$ cat config.mk
export PLATFORM = sky130hd
export DESIGN_NAME = div64x32_flat
export DESIGN_NICKNAME = d
export VERILOG_FILES = /design/src/rtl/div64x32_if.sv /design/src/rtl/div64x32.sv /design/src/flat_wrapper.sv
export SDC_FILE = /design/constraint.sdc
export NUM_CORES = 1
export LEC_CHECK = 0
export CAP_MARGIN = 15
export CORE_MARGIN = 1.5
export CORE_UTILIZATION = 40
export CTS_BUF_LIST = sky130_fd_sc_hd__clkbuf_8
export CTS_CLUSTER_DIAMETER = 80
export DETAILED_ROUTE_END_ITERATION = 10
export GPL_TIMING_DRIVEN = 0
export HOLD_SLACK_MARGIN = 0.1
export PLACE_DENSITY_LB_ADDON = 0.12
export SETUP_SLACK_MARGIN = 0.4
export SLEW_MARGIN = 20
export SYNTH_ARGS = -nofsm -noshare
export SYNTH_HDL_FRONTEND = slang
export SYNTH_SLANG_ARGS = --single-unit
$ cat constraint.sdc
create_clock -name clk -period 3 [get_ports clk]
set_input_delay 0.3 -clock clk [delete_from_list [all_inputs] [get_ports clk]]
set_output_delay 0.3 -clock clk [all_outputs]
set_load 0.05 [all_outputs]
$ cat src/rtl/div64x32_if.sv
// Start/busy handshake and result bus shared by div64x32 and its controller.
// Optional div_zero flag present when DIV64X32_DIV0_FLAG_EN is defined.
interface div64x32_if;
  logic        start;
  logic [63:0] dividend;
  logic [31:0] divisor;
  logic        busy;
  logic [31:0] quotient;
  logic [31:0] remainder;
  logic        ovf;
`ifdef DIV64X32_DIV0_FLAG_EN
  logic        div_zero;
`endif

  modport master (
    output start, dividend, divisor,
`ifdef DIV64X32_DIV0_FLAG_EN
    input  div_zero,
`endif
    input  busy, quotient, remainder, ovf
  );

  modport slave (
    input  start, dividend, divisor,
`ifdef DIV64X32_DIV0_FLAG_EN
    output div_zero,
`endif
    output busy, quotient, remainder, ovf
  );
endinterface

$ cat src/rtl/div64x32.sv
// Sequential radix-2 restoring divider, 64/32 -> 32 quotient + 32 remainder, one bit per clock.
// Define DIV64X32_DIV0_FLAG_EN to add the div_zero output flag.
module div64x32 (
  input  logic       clk,
  input  logic       reset,
  div64x32_if.slave  bus
);

  localparam logic [1:0] S_IDLE = 2'd0;
  localparam logic [1:0] S_RUN  = 2'd1;
  localparam logic [1:0] S_OVF  = 2'd2;

  logic [1:0]  r_state;
  logic [32:0] r_rem;
  logic [31:0] r_low;
  logic [31:0] r_div;
  logic [4:0]  r_cnt;
  logic [31:0] r_quotient;
  logic [31:0] r_remainder;
  logic        r_ovf;
  logic        r_busy;
`ifdef DIV64X32_DIV0_FLAG_EN
  logic        r_div_zero;
`endif

  logic [32:0] w_trial;
  logic [32:0] w_diff;
  logic        w_qbit;
  logic [32:0] w_next_rem;

  // 33-bit trial: the shifted-out MSB of the partial remainder must take part in the compare.
  assign w_trial    = {r_rem[31:0], r_low[31]};
  assign w_diff     = w_trial - {1'b0, r_div};
  assign w_qbit     = (w_trial >= {1'b0, r_div});
  assign w_next_rem = w_qbit ? w_diff : w_trial;

  // NOTE: sequential state uses non-blocking assignments so every register samples pre-edge values.
  always_ff @(posedge clk or negedge reset) begin
    if (!reset) begin
      r_state     <= S_IDLE;
      r_rem       <= '0;
      r_low       <= '0;
      r_div       <= '0;
      r_cnt       <= '0;
      r_quotient  <= '0;
      r_remainder <= '0;
      r_ovf       <= 1'b0;
      r_busy      <= 1'b0;
`ifdef DIV64X32_DIV0_FLAG_EN
      r_div_zero  <= 1'b0;
`endif
    end else begin
      case (r_state)
        S_IDLE: begin
          if (bus.start) begin
            r_div  <= bus.divisor;
            r_ovf  <= 1'b0;
            r_busy <= 1'b1;
`ifdef DIV64X32_DIV0_FLAG_EN
            r_div_zero <= 1'b0;
`endif
            // High word >= divisor means a 33+ bit quotient or a zero divisor.
            if (bus.dividend[63:32] >= bus.divisor) begin
              r_state <= S_OVF;
            end else begin
              r_state <= S_RUN;
              r_rem   <= {1'b0, bus.dividend[63:32]};
              r_low   <= bus.dividend[31:0];
              r_cnt   <= 5'd31;
            end
          end
        end

        S_RUN: begin
          r_rem      <= w_next_rem;
          r_low      <= {r_low[30:0], 1'b0};
          r_quotient <= {r_quotient[30:0], w_qbit};
          r_cnt      <= r_cnt - 5'd1;
          if (r_cnt == 5'd0) begin
            r_remainder <= w_next_rem[31:0];
            r_busy      <= 1'b0;
            r_state     <= S_IDLE;
          end
        end

        S_OVF: begin
          r_quotient  <= 32'hFFFF_FFFF;
          r_remainder <= 32'h0;
          r_ovf       <= 1'b1;
`ifdef DIV64X32_DIV0_FLAG_EN
          r_div_zero  <= (r_div == 32'h0);
`endif
          r_busy      <= 1'b0;
          r_state     <= S_IDLE;
        end

        default: begin
          r_busy  <= 1'b0;
          r_state <= S_IDLE;
        end
      endcase
    end
  end

  assign bus.busy      = r_busy;
  assign bus.quotient  = r_quotient;
  assign bus.remainder = r_remainder;
  assign bus.ovf       = r_ovf;
`ifdef DIV64X32_DIV0_FLAG_EN
  assign bus.div_zero  = r_div_zero;
`endif

endmodule

$ cat src/flat_wrapper.sv
// flat-port wrapper written by rule: the top's interface ports become plain ports
module div64x32_flat 
  (clk, reset, bus_start, bus_dividend, bus_divisor, bus_busy, bus_quotient, bus_remainder, bus_ovf);
  div64x32_if bus_i ();
  input  logic clk;
  input  logic reset;
  input wire logic [$bits(bus_i.start)-1:0] bus_start;
  input wire logic [$bits(bus_i.dividend)-1:0] bus_dividend;
  input wire logic [$bits(bus_i.divisor)-1:0] bus_divisor;
  output wire logic [$bits(bus_i.busy)-1:0] bus_busy;
  output wire logic [$bits(bus_i.quotient)-1:0] bus_quotient;
  output wire logic [$bits(bus_i.remainder)-1:0] bus_remainder;
  output wire logic [$bits(bus_i.ovf)-1:0] bus_ovf;
  assign bus_i.start = bus_start;
  assign bus_i.dividend = bus_dividend;
  assign bus_i.divisor = bus_divisor;
  assign bus_busy = bus_i.busy;
  assign bus_quotient = bus_i.quotient;
  assign bus_remainder = bus_i.remainder;
  assign bus_ovf = bus_i.ovf;
  div64x32 u_core (.clk(clk), .reset(reset), .bus(bus_i));
endmodule
==> results.json, run 1 <==
{
  "run_status": "finished with violations",
  "violations": "design-rule violations",
  "syn2layout_area_growth_pct": 50.2,
  "slew_violations": 0,
  "antenna_found_initial": 2,
  "start_util_pct": 40.8,
  "seq_area_frac_synth_pct": 39.7,
  "min_from": "bus_divisor[15]",
  "grt_usage_pct": 28.9,
  "synth_edf_count": 0,
  "drc_errors": 18,
  "cap_violations": 0,
  "postSynthCellCount": 1243,
  "reg2reg_from": "u_core.r_low[31]$_DFFE_PN0P_",
  "htreeDepth": 4,
  "slew_headroom_pct": 31.3,
  "dieArea_um2": 27600,
  "ff2ff_setup_slack_ps": 110,
  "synth_area_leaders": "dfrtp_1 40%, ha_1 8.1%, o21ai_0 6.1%, nand2_1 5.0%, a21oi_1 4.7%",
  "place_worst_setup_slack_ps": -1430,
  "nFillCells": 2285,
  "drt_iter0_markers": 1064,
  "tightest_slew_ps": 1030,
  "synth.distinct_cells": 80,
  "setup_viol": 0,
  "yosys_warnings": 0,
  "ioPinCount": 165,
  "viasPerCell": 5.85,
  "async_flop_share_pct": 100,
  "finalCriticalPeriod_ps": 2890,
  "place_congestion": 0.905,
  "clkLatencyLatePin_ps": 490,
  "ys_seq_elements": 169,
  "cts_buffers": 17,
  "drive_gt1_share_pct": 26.1,
  "routedWlPerCell_um": 22.4,
  "die_h_um": 166,
  "most-common-layout-cells": "163 x dfrtp_1, 145 x clkdlybuf4s50_1, 140 x nand2_1",
  "cts_tree": "yes",
  "crit_start": "u_core.r_low[31]$_DFFE_PN0P_",
  "first_pass_iters": 10,
  "regArea_um2": 4240,
  "synth_top_cell_by_area": "dfrtp_1",
  "cts_root_buffer": "clkbuf_8",
  "grt_pass1_vias": 10500,
  "layout_commonest_cell": "dfrtp_1",
  "crit_required_ps": 3370,
  "startpoint_type": "register",
  "grt_pass1_wl_mm": 61.7,
  "skew_ps": 25.5,
  "vias": 11000,
  "core_area_um2": 26100,
  "numPortBuffers": 163,
  "clk_pin_slew_ps": 120,
  "crit_type": "register to register",
  "clock.fmax_ghz": 0.346,
  "ant_nets": 0,
  "hpwl_mm": 27.7,
  "clk_path_buf_depth": 2,
  "worstHoldPathType": "input pin to register",
  "drt_wl_total_mm": 42.1,
  "die_x_um": 166,
  "hold_viol_final": 0,
  "synth_area_um2": 10700,
  "timing.final.ws_setup_ps": 108,
  "yosysTopAreaCellShare_pct": 39.7,
  "multi_input_area_um2": 7210,
  "grt-ovfl-total": 0,
  "cp_max_fo": 4,
  "syn_area_per_cell_um2": 8.57,
  "cts.sinks": 169,
  "synth_ff_type": "dfrtp_1",
  "grt_max_degree": 94,
  "rows": 59,
  "nNetsFinal": 1702,
  "rsz0062_at_grt": "yes",
  "endpoint_kind": "register",
  "mappedNetlistNets": 1412,
  "arrival_ps": 3270,
  "fin_crit_sh_pct": 96.4
}
-- worst paths after layout --
| path | cells past startpoint | endpoint |
|---|---|---|
| max | 13 | u_core.bus.remainder[24]$_DFFE_PN0P_ |
| min | 3 | u_core.r_div[15]$_DFFE_PN0P_ |
| max reg2reg | 13 | u_core.bus.remainder[24]$_DFFE_PN0P_ |
| min reg2reg | 2 | u_core.r_div[30]$_DFFE_PN0P_ |
| max in group asynchronous | 3 | u_core.bus.quotient[9]$_DFFE_PN0P_ |
| min in group asynchronous | 2 | u_core.r_div[15]$_DFFE_PN0P_ |
-- metal layers --
layer / vias up / global-route usage [%] / part of all wire [%]
met1: 5358 / 38.0 / 41
li1: 5038 / - / -
met5: - / 0 / 0
met4: 0 / 11.6 / 4.6
met3: 125 / 5.58 / 7.9
met2: 494 / 47.1 / 47
-- Yosys cell counts (all sizes together), types with 7 or more instances --
library cell	number
a22o	10
buf	32
nor3	12
nand3	33
o21a	10
nor2	107
inv	85
and3	16
clkbuf	40
o21bai	9
nor2b	7
a21o	28
nand4	19
xor2	7
o22ai	9
xnor2	10
o211ai	9
nor4	7
o31ai	7
ha	69
a21oi	101
nand2	143
a211oi	21
dfrtp	169
o21ai	146
mux2i	38
a31oi	18
-- critical path, cell delays in order, from the launching register on --
cell,delay (ps)
dfrtp_1,420
inv_2,70
ha_4,120
inv_2,30
fa_2,350
a21o_1,220
a221oi_4,350
nor2_2,110
o21ai_4,290
buf_4,180
o41ai_2,60
xnor2_1,250
o21ai_1,110
a22o_1,200
-- flip-flops by register name (all words and copies together) (netlist names) --
register and cells:
u_core.r_rem 32, u_core.bus.quotient 32, u_core.bus.remainder 32, u_core.r_state 2, u_core.r_div 32, u_core.r_cnt 5
u_core.bus.ovf 1, u_core.bus.busy 1, u_core.r_low 32
-- logic make-up after synthesis --
family / Yosys count / synth area share, %
flip-flops: 169 / 39.7
buffers and inverters: 158 / 6.21
AND/OR/NAND/NOR: 372 / 15.8
XOR/XNOR: 17 / 1.40
AO/OA/AOI/OAI: 416 / 24.7
multiplexers: 41 / 3.89
adder cells (fa/ha/maj): 70 / 8.29
-- what timing repair did --
| action | 4_1_cts | 5_1_grt |
|---|---|---|
| cloned | 6 | 8 |
| hold buffers | 1 | 0 |
| endpoints found under the hold margin | 76 | 0 |
| pin swaps | 69 | 73 |
| endpoints found under the setup margin | 104 | 100 |
| setup buffers | 53 | 39 |
| gates resized for setup | 291 | 176 |
-- stage by stage --
stage                     util, %  cell area (um^2)  std cells  TNS [ps]  hold slack, ps
after floorplan                 -             10700       1243         0            4.41
after CTS                    56.8             14800       1833         0             211
final                        61.3             16000       1882         0             112
after global placement       48.7             12700       1741  -1054190             461
after global routing         61.3             16000       1881         0             123
after detailed placement     48.8             12700       1742    -74540             322
-- cell type report --
type,count,share of cell area [%]
Inverter,86,2.04
Timing Repair Buffer,270,17.3
Clock inverter,14,0.945
Multi-Input combinational cell,917,45.0
Antenna cell,2,0.0313
Tap cell,335,2.62
Clock buffer,17,1.46
Sequential cell,169,26.5
Buffer,72,4.10
Power of run 1 is left out: the tool's default activity adds up to more than one toggle a clock period on the data nets, which glitch-free logic cannot reach.
==> run 2: changes to the inputs <==
--- a/config.mk
+++ b/config.mk
@@ -15,7 +15,7 @@
 export HOLD_SLACK_MARGIN = 0.1
 export PLACE_DENSITY_LB_ADDON = 0.12
 export SETUP_SLACK_MARGIN = 0.4
-export SLEW_MARGIN = 20
+export SLEW_MARGIN = 25
 export SYNTH_ARGS = -nofsm -noshare
 export SYNTH_HDL_FRONTEND = slang
 export SYNTH_SLANG_ARGS = --single-unit
==> run 2 against run 1 <==
Net effect: the flow still finishes with violations (design-rule violations); clock skew down 4.3 ps; count of clock-buffer cells in the layout unchanged; first-iteration DRC count decreased by 11%; final area decreased by 0.54%; routed wire length fell by 0.97%; register-to-register slack worse by 50 ps; critical endpoint is now u_core.r_rem[14]$_DFFE_PN0P_.
==> results.json, run 2 (synthesis results as in run 1) <==
{
  "htreeDepth": 4,
  "slew_violations": 0,
  "clk_path_buf_depth": 2,
  "rows": 59,
  "setup_viol": 0,
  "ant_nets": 0,
  "drt_wl_total_mm": 41.7,
  "tightest_slew_ps": 1020,
  "rsz0062_at_grt": "yes",
  "grt_usage_pct": 29.4,
  "cts_tree": "yes",
  "routedWlPerCell_um": 22.3,
  "cp_max_fo": 10,
  "cap_violations": 0,
  "cpMaxStageDelayCell": "clkinv_1",
  "drc_errors": 16,
  "viasPerCell": 5.82,
  "nFillCells": 2274,
  "ioPinCount": 165,
  "numPortBuffers": 163,
  "cts_buffers": 17,
  "skew_ps": 21.2,
  "drive_gt1_share_pct": 24.4,
  "start_util_pct": 40.8,
  "setup_tns_ps": 0,
  "endpoint_kind": "register",
  "layout_commonest_cell": "dfrtp_1",
  "arrival_ps": 3310,
  "cts_root_buffer": "clkbuf_8",
  "max_stage_delay_ps": 660,
  "startpoint_type": "register",
  "run_status": "finished with violations",
  "grt_pass1_vias": 10700,
  "violations": "design-rule violations",
  "crit_type": "register to register",
  "dieArea_um2": 27600,
  "grt_max_degree": 89,
  "grt-ovfl-total": 0,
  "core_area_um2": 26100,
  "cts.sinks": 169,
  "first_pass_iters": 8,
  "die_h_um": 166,
  "hold_viol_final": 0,
  "cp_top_family": "buffers and inverters",
  "clkLatencyLatePin_ps": 500,
  "nNetsFinal": 1689,
  "grt_pass1_wl_mm": 62.2,
  "path_cells": "inv_1, ha_1, clkbuf_2, clkinv_1, clkbuf_1, a211oi_2, o22ai_2",
  "antenna_found_initial": 2,
  "clock.fmax_ghz": 0.340,
  "worstHoldPathType": "input pin to register",
  "crit_required_ps": 3370,
  "die_x_um": 166,
  "finalCriticalPeriod_ps": 2940,
  "most-common-layout-cells": "167 x dfrtp_1, 135 x nand2_1, 130 x clkdlybuf4s50_1",
  "slew_headroom_pct": 31.9,
  "drt_iter0_markers": 948,
  "clk_pin_slew_ps": 120,
  "hpwl_mm": 27.7,
  "fin_crit_sh_pct": 97.9,
  "crit_buf_inv": 4,
  "vias": 10900,
  "place_congestion": 0.905,
  "syn2layout_area_growth_pct": 49.4
}
[run 2: cell types whose count changed in the layout (fill, tap and decap cells not counted), moves of 5 or more]
| cell | delta |
|---|---|
| buf_4 | -17 |
| o21ai_1 | +7 |
| inv_1 | -6 |
| clkdlybuf4s50_1 | -15 |
| inv_2 | +6 |
| nand2_1 | -5 |
| buf_16 | +5 |
| o21ai_2 | -9 |
| dlymetal6s2s_1 | +16 |
| nand2_2 | +5 |
[run 2: worst min-delay path: cells and delay by family]
kind	cells	cell delay (ps)
buffers and inverters	2	190
AO/OA/AOI/OAI	1	70
[run 2: per-stage QoR]
step	setup WS (ps)	hold WS, ps	area, um^2	cells	util, %
floorplan	397	4.41	10700	1243	-
global placement	-5800	461	12700	1741	48.7
detailed placement	-1400	340	12700	1742	48.8
CTS	122	213	15100	1842	57.7
global route	-35.1	114	15900	1867	60.9
finish	62.0	104	15900	1869	60.9
[run 2: cell type report]
| class | count | area [um^2] | share of cell area [%] |
|---|---|---|---|
| well taps | 335 | 419 | 2.63 |
| inverters | 86 | 323 | 2.03 |
| repair buffers | 256 | 2790 | 17.5 |
| multi-input cells | 918 | 7120 | 44.7 |
| clock inverters | 14 | 155 | 0.974 |
| flip-flops and latches | 169 | 4230 | 26.6 |
| clock buffers | 17 | 234 | 1.47 |
| diodes | 2 | 5.00 | 0.0314 |
| plain buffers | 72 | 651 | 4.09 |
[run 2: path summary, 6_finish.rpt]
| path | cells past startpoint | to | from | slack [ps] |
|---|---|---|---|---|
| hold reg to reg | 2 | u_core.r_low[19]$_DFFE_PN0P_ | u_core.r_low[19]$_DFFE_PN0P_ | 490 |
| min in group asynchronous | 2 | u_core.r_div[15]$_DFFE_PN0P_ | reset | 360 |
| setup / recovery | 7 | u_core.r_rem[14]$_DFFE_PN0P_ | u_core.r_state[1]$_DFFE_PN0P_ | 60 |
| setup reg to reg | 7 | u_core.r_rem[14]$_DFFE_PN0P_ | u_core.r_state[1]$_DFFE_PN0P_ | 60 |
| hold / removal | 3 | u_core.r_div[15]$_DFFE_PN0P_ | bus_divisor[15] | 100 |
| max in group asynchronous | 3 | u_core.r_state[0]$_DFFE_PN0P_ | reset | 1730 |
[run 2: metal layers]
metal	GRT usage, %	part of all wire, %
met1	37.1	41
met3	7.46	7.9
met4	11.6	3.8
met5	0	0
met2	48.2	47
[run 2: timing repair]
action                                  4_1_cts  5_1_grt
endpoints found under the setup margin      103      102
hold buffers                                  1        0
cloned                                       14        3
endpoints found under the hold margin        81        0
pin swaps                                    58       53
buffers inserted                             54       22
gates resized for setup                     298      161
Power of run 2 is left out for the same reason.
